--- src/rtl/rf_alu_pc_datapath_pkg.sv ---
// Shared types for the register-file / ALU / PC datapath.
//   alu_op_e : 4-bit ALU opcode encoding.
//   wb_sel_e : 2-bit write-back source select.
//   add_overflow() : signed-overflow rule for an addition.
package rf_alu_pkg;

    typedef enum logic [3:0] {
        ALU_AND  = 4'b0000,
        ALU_OR   = 4'b0001,
        ALU_ADD  = 4'b0010,
        ALU_XOR  = 4'b0011,
        ALU_SLL  = 4'b0100,
        ALU_SRL  = 4'b0101,
        ALU_SUB  = 4'b0110,
        ALU_SLT  = 4'b0111,
        ALU_SRA  = 4'b1000,
        ALU_SLTU = 4'b1001
    } alu_op_e;

    typedef enum logic [1:0] {
        WB_EXT  = 2'b00,
        WB_ALU  = 2'b01,
        WB_LINK = 2'b10,
        WB_NONE = 2'b11
    } wb_sel_e;

    // Overflow when both operands share a sign and the result does not.
    // Subtraction reuses this by passing the inverted sign of B.
    function automatic logic add_overflow(input logic sign_a, input logic sign_b,
                                          input logic sign_r);
        return (sign_a == sign_b) && (sign_r != sign_a);
    endfunction

endpackage

--- src/rtl/rf_alu_pc_datapath_alu_core.sv ---
// Purely combinational ALU.
//   a, b     : operands (XLEN)
//   op       : opcode (alu_op_e encoding); unknown opcodes give 0
//   result   : XLEN result
//   overflow : signed overflow, ADD/SUB only
module alu_core
    import rf_alu_pkg::*;
#(
    parameter int unsigned XLEN = 32
) (
    input  logic [XLEN-1:0] a,
    input  logic [XLEN-1:0] b,
    input  logic [3:0]      op,
    output logic [XLEN-1:0] result,
    output logic            overflow
);

    localparam int unsigned SW = $clog2(XLEN);

    logic [XLEN-1:0] sum;
    logic [XLEN-1:0] diff;
    logic [SW-1:0]   shamt;

    assign sum   = a + b;
    assign diff  = a - b;
    assign shamt = b[SW-1:0];

    always_comb begin
        result   = '0;
        overflow = 1'b0;
        case (op)
            ALU_AND:  result = a & b;
            ALU_OR:   result = a | b;
            ALU_ADD: begin
                result   = sum;
                overflow = add_overflow(a[XLEN-1], b[XLEN-1], sum[XLEN-1]);
            end
            ALU_XOR:  result = a ^ b;
            ALU_SLL:  result = a << shamt;
            ALU_SRL:  result = a >> shamt;
            ALU_SUB: begin
                result   = diff;
                overflow = add_overflow(a[XLEN-1], ~b[XLEN-1], diff[XLEN-1]);
            end
            ALU_SLT:  result = {{(XLEN-1){1'b0}}, ($signed(a) < $signed(b))};
            ALU_SRA:  result = $signed(a) >>> shamt;
            ALU_SLTU: result = {{(XLEN-1){1'b0}}, (a < b)};
            default: begin
                result   = '0;
                overflow = 1'b0;
            end
        endcase
    end

endmodule

--- src/rtl/rf_alu_pc_datapath.sv ---
// Register file + ALU + PC datapath for the single-cycle core.
//   clk, reset (sync, active-low)
//   pc_en / pc_load / pc_target : PC advance / load (load wins)
//   rs1_addr, rs2_addr -> rs1_data, rs2_data : combinational reads, x0 = 0
//   rd_addr, rg_wrt_en, wb_sel, write_data   : write-back port
//   alu_src, imm, Operation, op_valid        : ALU issue
//   pc, ALUResult, negative, zero, overflow, result_valid : registered outputs
module rf_alu_pc_datapath
    import rf_alu_pkg::*;
#(
    parameter int unsigned     XLEN     = 32,
    parameter int unsigned     NREGS    = 32,
    parameter int unsigned     PC_STEP  = 4,
    parameter logic [XLEN-1:0] RESET_PC = '0
) (
    input  logic                     clk,
    input  logic                     reset,
    input  logic                     pc_en,
    input  logic                     pc_load,
    input  logic [XLEN-1:0]          pc_target,
    input  logic [$clog2(NREGS)-1:0] rs1_addr,
    input  logic [$clog2(NREGS)-1:0] rs2_addr,
    input  logic [$clog2(NREGS)-1:0] rd_addr,
    input  logic                     rg_wrt_en,
    input  logic [1:0]               wb_sel,
    input  logic [XLEN-1:0]          write_data,
    input  logic                     alu_src,
    input  logic [XLEN-1:0]          imm,
    input  logic [3:0]               Operation,
    input  logic                     op_valid,
    output logic [XLEN-1:0]          pc,
    output logic [XLEN-1:0]          rs1_data,
    output logic [XLEN-1:0]          rs2_data,
    output logic [XLEN-1:0]          ALUResult,
    output logic                     negative,
    output logic                     zero,
    output logic                     overflow,
    output logic                     result_valid
);

    localparam logic [XLEN-1:0] STEP = XLEN'(PC_STEP);

    logic [XLEN-1:0] regs [NREGS];
    logic [XLEN-1:0] pc_plus;
    logic [XLEN-1:0] alu_b;
    logic [XLEN-1:0] alu_res;
    logic            alu_ovf;
    logic [XLEN-1:0] wb_data;
    logic            wb_we;

    assign pc_plus  = pc + STEP;
    assign rs1_data = (rs1_addr == '0) ? '0 : regs[rs1_addr];
    assign rs2_data = (rs2_addr == '0) ? '0 : regs[rs2_addr];
    assign alu_b    = alu_src ? imm : rs2_data;

    alu_core #(.XLEN(XLEN)) u_alu (
        .a        (rs1_data),
        .b        (alu_b),
        .op       (Operation),
        .result   (alu_res),
        .overflow (alu_ovf)
    );

    always_comb begin
        wb_data = '0;
        wb_we   = rg_wrt_en;
        case (wb_sel)
            WB_EXT:  wb_data = write_data;
            WB_ALU:  wb_data = alu_res;
            WB_LINK: wb_data = pc_plus;
            default: wb_we   = 1'b0;
        endcase
    end

    always_ff @(posedge clk) begin
        if (!reset) begin
            pc           <= RESET_PC;
            for (int unsigned i = 0; i < NREGS; i++) regs[i] <= '0;
            ALUResult    <= '0;
            negative     <= 1'b0;
            zero         <= 1'b0;
            overflow     <= 1'b0;
            result_valid <= 1'b0;
        end else begin
            if (pc_load)    pc <= pc_target;
            else if (pc_en) pc <= pc_plus;

            if (wb_we && (rd_addr != '0)) regs[rd_addr] <= wb_data;

            if (op_valid) begin
                ALUResult <= alu_res;
                negative  <= alu_res[XLEN-1];
                zero      <= (alu_res == '0);
                overflow  <= alu_ovf;
            end
            result_valid <= op_valid;
        end
    end

endmodule
--- config.mk ---
export PLATFORM = sky130hd
export DESIGN_NAME = rf_alu_pc_datapath
export DESIGN_NICKNAME = d
export VERILOG_FILES = /design/src/rtl/rf_alu_pc_datapath_pkg.sv /design/src/rtl/rf_alu_pc_datapath_alu_core.sv /design/src/rtl/rf_alu_pc_datapath.sv
export SDC_FILE = /design/constraint.sdc
export NUM_CORES = 2
export LEC_CHECK = 0
export CAP_MARGIN = 0
export CORE_ASPECT_RATIO = 1.1
export CORE_UTILIZATION = 30
export DETAILED_ROUTE_END_ITERATION = 6
export PLACE_DENSITY = 0.49
export SLEW_MARGIN = 20
export SYNTH_ARGS = -nofsm -noshare
export SYNTH_HDL_FRONTEND = slang
export SYNTH_HIERARCHICAL = 1
export SYNTH_SLANG_ARGS = --single-unit
--- constraint.sdc ---
create_clock -name clk -period 8.94 [get_ports clk]
set_input_delay 0.894 -clock clk [delete_from_list [all_inputs] [get_ports clk]]
set_output_delay 0.894 -clock clk [all_outputs]
set_load 0.1 [all_outputs]
==> results.md <==
Power:
- The largest voltage drop on the vdd net is 0.000175 V.
- In this run the power density over the cells is 194 nW/um2.
- The completed layout was analyzed and its total power is 15.1 mW.
- In this run the static leakage power is 27.5 nW.

Yosys:
- Of all flip-flops after synthesis, the portion carrying an async set or reset was 0%.
- The most common cell in the synthesized netlist is sky130_fd_sc_hd__edfxtp_1.
- Summing every instance area after synthesis gives 66900 um2.
- Yosys printed 6 warnings.
- By area the synthesized netlist is led by sky130_fd_sc_hd__edfxtp_1 (46%), sky130_fd_sc_hd__mux4_2 (14%), sky130_fd_sc_hd__mux2i_1 (7.7%).
- sky130_fd_sc_hd__edfxtp_1 takes more of the synthesized area than any other cell.
- The proportion of netlist area held by the largest area contributor is 45.9%.
- The flip-flop cell with the highest count after synthesis is sky130_fd_sc_hd__edfxtp_1.
- The post-synthesis sequential element count is 1091.
- The post-synthesis instance total is 5750.
- In this run the mean area of a mapped cell was 11.6 um2.
- For this run, the register share of the synthesized area comes to 47.9%.
- By count the netlist is led by sky130_fd_sc_hd__edfxtp_1 (1024), sky130_fd_sc_hd__nor2_1 (979), sky130_fd_sc_hd__mux2i_1 (514).
- The number of distinct library cells after synthesis is 106.
- Counting flops with a built-in enable in the synthesized netlist gives 1024.

Placement:
- The number of placed instances, taps included, is 8703.
- During placement, the flow inserted port buffers numbering 255.
- The congestion estimate from routability-driven global placement came to 0.968.
- Summed over all nets, the half-perimeter wirelength after detailed placement is 216 mm.
- Prior to clock tree synthesis, the placed netlist has a worst setup slack of 0.692 ns.

Die:
- The die covers 225000 um2.
- The region available for standard cell placement spans 221000 um2.
- In this run the count of I/O pins placed on the die edge is 256.
- The width of the chip is 452 um.
- Once the floorplan was initialized, standard cells occupied 30.2% of the core.
- The count of standard-cell rows is 181.
- The vertical extent of the die is 497 um.

Timing:
- Setup violations remaining at the end of the flow were counted as 0.
- The largest clock skew in the final design is 0.0420 ns.
- The actual slew at the worst max-slew pin is 1.26 ns.
- The number of endpoints with negative hold slack in the final report is 0.
- The shortest period the worst path allows is 7.70 ns.
- Summed over all failing endpoints, the final setup total negative slack is 0 ns.
- The headroom to the max-slew limit is 15.6%.
- After layout, the worst path uses 86.1% of the clock period.
- Setup slack on the critical path of the routed design comes to 1.24 ns.
- Setup repair after global routing left no endpoint under its margin.
- The fmax is 130 MHz.
- The number of max-slew violations in the final report was 0.

Worst setup path:
- The critical path capture point type is a register.
- The critical path is of the input pin to register type.
- The largest individual stage delay along the critical path comes from the cell sky130_fd_sc_hd__nor2b_4.
- The startpoint type of the worst setup path is an input pin.
- Data on the critical path arrives at its endpoint at 8.19 ns.
- The cell family contributing the most delay on the critical path is compound AO/OA/AOI/OAI gates.
- Data on the critical path is required at its endpoint by 9.44 ns.
- The signal on the critical path passes through buf_4 -> nor2b_4 -> a22o_1 -> a21oi_1 -> a311oi_1 -> o41ai_2 -> buf_12 -> ha_1 -> inv_1 -> fa_1 -> nor2b_1 -> o21ai_0 -> a31oi_1 -> nand3_1 -> a21boi_1 -> o31ai_1 -> a2111oi_0 -> a31oi_1 -> mux2_2 -> a221oi_4 -> buf_4 -> nor2_1.
- The largest single stage delay on the critical path is 0.95 ns.
- Together, buffers and inverters on the worst path number 4.
- The largest fanout on the critical path is 31.

Detailed routing:
- The final routed DRC violation total is 1.
- The final route contains 55100 vias.
- The via density per instance is 6.17.
- The post-detailed-routing wire length is 327 mm.
- The violation count after the first detailed-routing iteration is 7654.
- Dividing the detail-routed wire length by the instance count gives 36.6 um.
- The first TritonRoute pass finished after 7 iterations.
- The count of nets left with antenna violations once routing finished came out at 0.

Clock tree:
- The number of cells upsized or downsized after cts is 0.
- The number of clock buffers added by TritonCTS is 118.
- The number of buffers between clock root and the deepest sink is 3.
- The clock-pin slew on the worst setup and hold paths is 0.06 ns.
- The H-tree was split into 3 levels.
- The TritonCTS clock tree is yes.
- The clock root buffer is sky130_fd_sc_hd__clkbuf_16.
- The clock latency reported for the late side of the worst-skew pair is 0.80 ns.
- Counting every sink on the clock net gives 1091.
- The number of buffers inserted by hold repair at cts is 0.
- The number of buffers inserted to repair setup after CTS is 0.

Job:
- The max capacitance violation total is 0.

Global routing:
- After global routing the overflow that remains totals 0.
- For this run, the total global-route usage over all layers was measured as 28.2%.
- Entering global routing, the biggest net connects 74 pins.
- The first global-routing pass estimated 441 mm of wire.
- The initial antenna violation count was 13.
- The number of global-route vias before repair came to 52700.

Layout:
- Of the cells placed in the final design, the portion with a size suffix greater than 1 is 19.5%.
- The area growth from synthesis to final layout is 16.3%.
- In the final design database the tool counted 6120 nets.
- Leaving out filler cells and counting taps, the final layout contains 8939.
- The number of filler instances in the final layout is 21800.

Worst hold path:
- The path type of the worst min-delay path is register to register.

Status:
- The final reports fail on DRC.
- The run finished, with violations left.
sequential cells by signal (all words and copies together) (netlist names):
name and cells:
result_valid 1, pc 32, zero 1, ALUResult 32, regs 1024, overflow 1
routing by layer:
layer  vias up  GRT usage (%)  wire length (um)
met5         -              0               243
met4        10           16.1             20800
met3       760           5.66             32200
met2      3710           44.5            149000
met1     28400           35.8            125000
li1      22200              -                 -
through the flow:
step | util, % | hold slack [ns] | instance area, um2
after CTS | 35.1 | 0.499 | 77800
after global placement | 33.4 | 0.478 | 73900
after detailed placement | 33.4 | 0.485 | 73900
after global routing | 35.1 | 0.528 | 77800
after floorplan | - | 0.915 | 67100
final | 35.2 | 0.497 | 77900
report_power, final:
group,total [mW],switching (mW),internal (mW)
logic,4.13,2.88,1.25
registers,5.93,0.140,5.79
clock network,5.08,2.22,2.86
total,15.1,5.24,9.91
tightest hold or removal path: cells and delay by family (launching register included):
| kind | cells | cell delay, ns |
|---|---|---|
| multiplexers | 1 | 0.06 |
| flip-flops | 1 | 0.32 |
| AND/OR/NAND/NOR | 1 | 0.07 |
worst paths after layout:
path / startpoint / endpoint / slack, ns / depth (start not counted)
setup / recovery: rs2_addr[0] / regs[19][20] / 1.24 / 22
hold / removal: ALUResult[29] / ALUResult[29] / 0.50 / 2
setup reg to reg: regs[19][0] / regs[19][20] / 1.99 / 21
hold reg to reg: ALUResult[29] / ALUResult[29] / 0.50 / 2
area by class of cell:
type / instances / area, um2 / share of cell area, %
Clock inverter: 78 / 815 / 1.05
Inverter: 138 / 520 / 0.668
Clock buffer: 144 / 3060 / 3.93
Multi-Input combinational cell: 3975 / 32400 / 41.6
Tap cell: 2928 / 3660 / 4.70
Antenna cell: 14 / 35.0 / 0.0450
Sequential cell: 1091 / 32100 / 41.2
Timing Repair Buffer: 571 / 5270 / 6.77
logic make-up after synthesis:
logic type,share of synthesized area (%)
xor gates and xnor gates,0.576
and+or+nand+nor,10.1
adders and majority gates,1.91
muxes,23.0
DFF,47.9
other,0.00560
AOI/OAI and AO/OA,11.7
buffers and inverters,4.71
placed cells by master (no fill, tap or decap), types with 18 or more instances in the layout:
cell type and n:
sky130_fd_sc_hd__a211oi_1 25, sky130_fd_sc_hd__a21o_1 23, sky130_fd_sc_hd__a21oi_1 446, sky130_fd_sc_hd__a221oi_1 29, sky130_fd_sc_hd__a22o_1 37, sky130_fd_sc_hd__a22oi_1 133, sky130_fd_sc_hd__a311oi_1 21, sky130_fd_sc_hd__a31oi_1 38
sky130_fd_sc_hd__and2_1 21, sky130_fd_sc_hd__and3_1 18, sky130_fd_sc_hd__buf_12 31, sky130_fd_sc_hd__buf_4 299, sky130_fd_sc_hd__clkbuf_1 25, sky130_fd_sc_hd__clkbuf_16 118, sky130_fd_sc_hd__clkdlybuf4s50_1 231, sky130_fd_sc_hd__clkinv_1 34
sky130_fd_sc_hd__conb_1 32, sky130_fd_sc_hd__dfxtp_1 67, sky130_fd_sc_hd__edfxtp_1 1024, sky130_fd_sc_hd__ha_1 99, sky130_fd_sc_hd__inv_1 131, sky130_fd_sc_hd__mux2_2 70, sky130_fd_sc_hd__mux2i_1 514, sky130_fd_sc_hd__mux4_2 418
sky130_fd_sc_hd__nand2_1 238, sky130_fd_sc_hd__nand2_2 56, sky130_fd_sc_hd__nand3_1 39, sky130_fd_sc_hd__nand4_1 25, sky130_fd_sc_hd__nor2_1 976, sky130_fd_sc_hd__nor3_1 63, sky130_fd_sc_hd__nor4_1 47, sky130_fd_sc_hd__o211ai_1 26
sky130_fd_sc_hd__o21ai_0 132, sky130_fd_sc_hd__o21ai_2 22, sky130_fd_sc_hd__o221ai_1 20, sky130_fd_sc_hd__o22ai_1 49, sky130_fd_sc_hd__xnor2_1 31
(Power assumes the default switching activity.)
